--- src/rtl/bus_pkg.sv ---
// Constants and types shared by bus, bus_arb and their benches.
package bus_pkg;

  localparam int DATABIT_IN   = 32;
  localparam int RAM_ADDR_BIT = 2;
  localparam int RAM_ADDR_MAX = (1 << RAM_ADDR_BIT) - 1;

  typedef enum logic [1:0] {
    IDLE = 2'd0,
    GNT0 = 2'd1,
    GNT1 = 2'd2
  } arb_state_t;

endpackage

--- src/rtl/bus_arb_rr_pick.sv ---
// Combinational two-way round-robin picker: a lone request wins outright,
// a tie goes to whichever requester was not granted last.
module rr_pick (
  input  logic [1:0] valid,
  input  logic       last,
  output logic       gnt_any,
  output logic       gnt_id
);

  // Pick the winner from the current requests and the previous grant.
  always_comb begin
    gnt_any = 1'b0;
    gnt_id  = last;
    case (valid)
      2'b01:   begin gnt_any = 1'b1; gnt_id = 1'b0;  end
      2'b10:   begin gnt_any = 1'b1; gnt_id = 1'b1;  end
      2'b11:   begin gnt_any = 1'b1; gnt_id = ~last; end
      default: begin gnt_any = 1'b0; gnt_id = last;  end
    endcase
  end

endmodule

--- src/rtl/bus_arb.sv ---
// Two-requester round-robin arbiter for the write port of bus; data and
// handshake pass straight through from the granted requester.
module bus_arb #(
  parameter int DATABIT_IN   = bus_pkg::DATABIT_IN,
  parameter int RAM_ADDR_BIT = bus_pkg::RAM_ADDR_BIT,
  parameter int BURST_LEN    = bus_pkg::RAM_ADDR_MAX + 1
) (
  input  logic                  clk,
  input  logic                  rst,
  input  logic [DATABIT_IN-1:0] s0_data,
  input  logic                  s0_valid,
  output logic                  s0_ready,
  input  logic [DATABIT_IN-1:0] s1_data,
  input  logic                  s1_valid,
  output logic                  s1_ready,
  output logic [DATABIT_IN-1:0] m_data,
  output logic                  m_valid,
  input  logic                  m_ready,
  output logic                  m_id,
  output logic                  arb_busy
);

  import bus_pkg::*;

  localparam logic [RAM_ADDR_BIT-1:0] CNT_LAST = RAM_ADDR_BIT'(BURST_LEN - 1);
  localparam logic [RAM_ADDR_BIT-1:0] CNT_ONE  = RAM_ADDR_BIT'(1);

  arb_state_t              state_r;
  logic [RAM_ADDR_BIT-1:0] cnt_r;
  logic                    last_r;
  logic                    pick_s;
  logic                    gnt_any_s;
  logic                    gnt_id_s;

  rr_pick u_rr_pick (
    .valid   ({s1_valid, s0_valid}),
    .last    (last_r),
    .gnt_any (gnt_any_s),
    .gnt_id  (gnt_id_s)
  );

  // Decide whether the grant is up for re-evaluation this edge.
  always_comb begin
    pick_s = 1'b1;
    case (state_r)
      IDLE:    pick_s = 1'b1;
      GNT0:    pick_s = ~s0_valid | (m_ready & (cnt_r == CNT_LAST));
      GNT1:    pick_s = ~s1_valid | (m_ready & (cnt_r == CNT_LAST));
      default: pick_s = 1'b1;
    endcase
  end

  // Grant FSM, beat counter and last-granted id; release regrants in the same edge.
  always_ff @(posedge clk or negedge rst) begin
    if (!rst) begin
      state_r <= IDLE;
      cnt_r   <= '0;
      last_r  <= 1'b1;
    end else if (pick_s) begin
      cnt_r <= '0;
      if (gnt_any_s) begin
        state_r <= gnt_id_s ? GNT1 : GNT0;
        last_r  <= gnt_id_s;
      end else begin
        state_r <= IDLE;
      end
    end else if (m_ready) begin
      // Holding a grant implies the owner is valid, so m_ready here is a beat.
      cnt_r <= cnt_r + CNT_ONE;
    end
  end

  // Pass-through muxes from the granted requester.
  always_comb begin
    m_data   = '0;
    m_valid  = 1'b0;
    s0_ready = 1'b0;
    s1_ready = 1'b0;
    m_id     = last_r;
    case (state_r)
      GNT0: begin
        m_data   = s0_data;
        m_valid  = s0_valid;
        s0_ready = m_ready;
        m_id     = 1'b0;
      end
      GNT1: begin
        m_data   = s1_data;
        m_valid  = s1_valid;
        s1_ready = m_ready;
        m_id     = 1'b1;
      end
      default: begin
        m_data   = '0;
        m_valid  = 1'b0;
        s0_ready = 1'b0;
        s1_ready = 1'b0;
        m_id     = last_r;
      end
    endcase
  end

  assign arb_busy = (state_r != IDLE);

endmodule
--- config.mk ---
export PLATFORM = sky130hd
export DESIGN_NAME = bus_arb
export DESIGN_NICKNAME = d
export VERILOG_FILES = /design/src/rtl/bus_pkg.sv /design/src/rtl/bus_arb_rr_pick.sv /design/src/rtl/bus_arb.sv
export SDC_FILE = /design/constraint.sdc
export NUM_CORES = 1
export LEC_CHECK = 0
export CAP_MARGIN = 20
export CELL_PAD_IN_SITES_DETAIL_PLACEMENT = 1
export CELL_PAD_IN_SITES_GLOBAL_PLACEMENT = 2
export CORE_AREA = 3 3 87 89
export DETAILED_ROUTE_END_ITERATION = 8
export DIE_AREA = 0 0 90 92
export GPL_ROUTABILITY_DRIVEN = 0
export PLACE_DENSITY = 0.81
export SYNTH_ARGS = -nofsm -noshare
export SYNTH_HDL_FRONTEND = slang
export SYNTH_HIERARCHICAL = 1
export SYNTH_SLANG_ARGS = --single-unit
--- constraint.sdc ---
create_clock -name clk -period 1.9 [get_ports clk]
set_input_delay 0.19 -clock clk [delete_from_list [all_inputs] [get_ports clk]]
set_output_delay 0.19 -clock clk [all_outputs]
set_load 0.01 [all_outputs]
Yosys cells after proc, flatten, opt, wreduce, memory -nomap -nowiden
Cells that the tools add are included.
W data, S select, Z words.
- bits in read-only memories: 0
- memories: 0
- bits of input ports: 69
- logic and storage cells: 32
- register bits: 5
- latch bits: 0
- output and inout port bits: 37
- RAM bits: 0
- equal/unequal tests: 6
- shift operators: 0
- bitwise operators: 6
- muxes and demuxes: 12
- reductions and logical operators: 4
- divide/modulo/power cells: 0
- multipliers: 0
- $lt $le $gt $ge: 0
- add/sub/neg operators: 1
- operator list (operator ; count):
    $pmux W32 S2 ; 1
    $eq A2 B2 Y1 const B ; 4
    $mux W2 ; 4
    $pmux W1 S2 ; 3
    $eq A2 B1 Y1 const B ; 2
    $reduce_bool A2 Y1 ; 2
    $mux W1 ; 3
    $not A1 Y1 ; 3
    $pmux W1 S3 ; 1
    $reduce_or A3 Y1 ; 1
    $add A2 B1 Y2 const B ; 1
    $or A1 B1 Y1 ; 2
    $reduce_and A2 Y1 ; 1
    $and A1 B1 Y1 ; 1

Logic depth before layout (Yosys ltp)
Gate-level depths: netlist of run 1.
- depth in word-level cells: 5
- gate-level depth with buffers: 6
- gate-level depth less buffers: 5

Hierarchy
Netlist of run 1, hierarchy kept.
- modules (own cells, without submodules) (module ; area an instance (um^2) ; times used ; cells each ; sequential area each (um^2)):
    bus_arb ; 742.0 ; 1 ; 74 ; 126.4
    rr_pick ; 15.0 ; 1 ; 3 ; 0.0

Worst setup path after synthesis of run 1
OpenSTA, ideal clock, no wires.
- kind: reg-to-output
- start: register state_r[0]
- end: output port m_data[0]
- setup slack: 245 ps
- buffers on the path: 2
- cell stages (with the launch flop): 7
- required time: 1710 ps
- arrival time: 1465 ps
- path through: dfrtp_1 > inv_1 > ha_1 > and2_4 > buf_6 > buf_6 > a22o_1
- word-level cells in the longest chain between the ends: 2
- elaborated cells on any way between the ends: 3
- those cells by class: eq/ne (2); mux (1)
- RTL lines (what ; line ; text):
    from (decl) ; bus_arb.sv:28 ; arb_state_t state_r;
    from (signal assigned) ; bus_arb.sv:62 ; state_r <= gnt_id_s ? GNT1 : GNT0;
    $eq A2 B2 Y1 or $eq A2 B1 Y1 (tied branches) ; bus_arb.sv:80 ; case (state_r)
    $pmux W32 S2 * ; bus_arb.sv:80 ;
    to (decl) ; bus_arb.sv:16 ; output logic [DATABIT_IN-1:0] m_data,
Every way passes the cells marked *; elsewhere a longest branch is shown, timed or not.

Worst setup path in the final report of run 1
- start: register state_r[1]
- end: output port m_data[12]
The elaborated chain is that of the path after synthesis.

==> parameters.txt, run 1 <==
Parameter                              Value

Placed design
  # port buffers ... approximately 110
  Worst Setup Slack post-DPL ... -0.184 ns
  Placed wire-length estimate after detailed placement ... ~3200 µm

Floorplanning
  Number of top-level pins ... 106
  Y dimension of the die ... 92 µm
  Die area ... between 8000 and 9000 µm²
  Number of cell rows ... 30
  Effective utilization at floorplan ... between 10% and 20%
  Placeable Area ... 6830 µm²
  Die X ... ~90 µm

Critical path
  Total stage count of the critical path ... 7
  Worst-path maximum fanout ... 7
  Depth of the worst register-to-register path ... 6
  Worst path slowest cell ... sky130_fd_sc_hd__dfrtp_1
  Critical path required time ... ~1.7 ns
  Cells traversed along the worst timing path ... inv_2 -> ha_4 -> buf_6 -> and2_4 -> buf_4 -> a22o_1 -> buf_2
  Peak per-stage delay on the critical path ... around 0.38 ns
  CP endpoint kind ... output port
  Worst flop-to-flop path startpoint ... state_r[1]
  Cell class contributing the biggest share of worst-path delay ... buffers and inverters
  Critical path startpoint category ... flop
  Worst Path Class, Setup ... flop to output port
  CP bufs+invs ... 4
  Data arrival time of the critical path ... between 1.5 and 2 ns
  Source of the critical timing path ... state_r[1]

Synth
  Post-Synthesis Cells ... 77
  Count of synthesis-stage warnings from yosys ... 6
  Synthesis-stage register bit count ... 5
  Synth cell types ... 23
  Net count after synthesis ... 151
  Post-Synthesis Mean Instance Area ... roughly 10 µm²
  Area of the mapped netlist ... between 700 and 800 µm²
  Portion of the post-synthesis area used by sequential elements ... between 10% and 20%

CTS
  Clock transition at the register clock pins on the worst setup and hold paths after CTS ... 0.04 ns
  Number of sinks handled by clock tree synthesis ... 5
  Source-to-sink clock delay at the later pin of the worst-skew pair ... approximately 0.23 ns
  CTS Buf Count ... 3
  CTS tree ... done
  CTS Root Buffer Type ... sky130_fd_sc_hd__clkbuf_8
  Clk buf depth ... 2
  CTS Hold Bufs ... 0
  H-tree depth reported by CTS ... 1

Global routing
  Pin count of the biggest net entering global routing ... 13
  Global-route usage over all layers ... 9.72%
  Antenna violations before repair ... 0
  Vias in the first global route ... 1,250
  GR Overflow Total ... 0
  First-pass GRT wire length ... 6560 µm

Detailed routing
  Post-route antenna net violation count ... 0
  Number of iterations in the first detailed-routing pass ... 4
  Drt wl/cell ... 14.4 µm
  Wire length after detailed routing ... ~4300 µm
  Via count ... about 1,100
  Residual DRC count ... 0
  Drt initial violations ... 36
  Post-DR vias/cell ... around 3.8

Final layout
  # nets final ... approximately 280
  Layout area overhead ... 164%
  Diode count ... 0
  Number of fill cells in the layout ... 813
  Fraction of final layout cells with drive strength greater than 1 ... 35.0%
  Utilization of the core after routing ... a little under 30%

STA
  Transition time of the tightest slew-check pin ... roughly 0.24 ns
  Final count of pins violating max slew ... 0
  TNS Setup ... -0.0164 ns
  Final hold violation count ... 0
  Final hold slack ... approximately 0.19 ns
  # setup viols final ... 2
  Final critical delay including setup and external delays ... around 1.9 ns
  RSZ-0062 raised after global routing ... true
  Relative slew slack ... a little over four fifths
  Final cycle utilization of the critical path ... 101%
  Clk_skew ... about 0.0036 ns
  Max Clock Freq ... around 0.52 GHz
  PnR worst setup slack ... -0.0136 ns

Power and ir drop
  Switching Share ... approximately two fifths
  Switching power of the nets ... 1.04 mW
  Part of the power in the clock network ... approximately 8%
  Total chip power ... approximately 2.6 mW
  Cell internal power dissipation ... around 1.5 mW
  Fraction of power consumed by combinational cells ... a little over four fifths
  Peak supply drop ... around 0.0008 V
  Power density over the cells ... approximately 1300 nW/µm²
  Sequential share of power ... 7.4%
  Leakage power ... between 0.9 and 1 nW

Outcome
  Status ... finished, violations left
  Violations in the final reports ... setup timing

Flow run
  Number of maximum-capacitance constraint violations ... 0

Hold path
  Type of the most critical hold path ... input port to async pin
cell usage after synthesis, drive strengths merged:
library cell,n,area (µm²)
nor2,3,11.3
ha,5,62.6
a22o,31,272
nand2,1,3.75
mux2,3,37.5
nor2b,2,12.5
nand3,1,10.0
mux2i,2,20.0
a22oi,2,15.0
and2,4,27.5
buf,8,86.3
xnor2,1,8.76
dfrtp,4,100
a2bb2o,1,10.0
a21oi,1,5.00
nand2b,1,6.26
inv,4,15.0
or2,1,6.26
a31oi,1,21.3
dfstp,1,26.3
worst paths after layout:
check | to | slack (ns)
max in group asynchronous | last_r | 1.45
hold reg to reg | cnt_r[0] | 0.54
hold / removal | state_r[0] | 0.19
min in group clk | cnt_r[0] | 0.54
setup / recovery | m_data[12] | -0.01
setup reg to reg | last_r | 0.15
repair_timing:
item                                    4_1_cts  5_1_grt
setup buffers                                 7        3
pin swaps                                     6        5
endpoints found under the setup margin       34       20
cloned                                        3        1
resized for setup                           135       16
metrics by stage:
stage	cell area (µm²)	std cells
floorplan	757	77
global placement	1920	280
detailed placement	1920	280
CTS	1980	294
global route	2000	296
finish	2000	296
layout make-up:
class	count	area, µm²	area share (%)
multi-input combinational	63	596	29.7
clock buffer	4	45.0	2.25
inverter	4	15.0	0.750
timing repair buffer	124	1100	54.9
tap	96	120	6.00
sequential	5	126	6.31
power groups by stage:
stage	logic [mW]	clock network (mW)	registers, mW
detailed placement	2.03	0	0.188
CTS	2.16	0.209	0.191
global route	2.39	0.212	0.199
finish	2.18	0.204	0.190
floorplan	1.05	0	0.184
global placement	2.01	0	0.185
cells by family after synthesis:
| group | after synthesis | share of synthesized area (%) |
|---|---|---|
| flops | 5 | 16.7 |
| mux | 5 | 7.60 |
| fa+ha+maj | 5 | 8.26 |
| simple gates | 13 | 10.2 |
| compound gates | 36 | 42.6 |
| xor+xnor | 1 | 1.16 |
| buf+inv | 12 | 13.4 |
state kept, by name, indices dropped and copies added (netlist names):
| name | flops |
|---|---|
| last_r | 1 |
| cnt_r | 2 |
| state_r | 2 |
routing by layer:
metal | GRT usage, % | vias to the layer above | routed length, µm
li1 | - | 548 | -
met1 | 10.7 | 536 | 1640
met2 | 18.8 | 46 | 2360
met3 | 1.89 | 4 | 225
met4 | 2.68 | 0 | 39
met5 | 0 | - | 0
cell usage in the layout, fill, tap and decap left out, drive strengths merged, types with 3 or more instances in the layout:
cell           instances
ha                     5
clkbuf                 8
and2                   7
nor2                   3
inv                    4
mux2                   3
clkdlybuf4s50         69
dfrtp                  4
a22o                  31
buf                   47
No activity file was read; power rests on OpenSTA's default activity.
==> inputs of run 2 (changes only) <==
--- a/config.mk
+++ b/config.mk
@@ -13,6 +13,7 @@
 export DIE_AREA = 0 0 90 92
 export GPL_ROUTABILITY_DRIVEN = 0
 export PLACE_DENSITY = 0.81
+export SLEW_MARGIN = 20
 export SYNTH_ARGS = -nofsm -noshare
 export SYNTH_HDL_FRONTEND = slang
 export SYNTH_HIERARCHICAL = 1
==> results of run 2 <==
No change in the layout: final DEF, timing and power equal those of run 1.
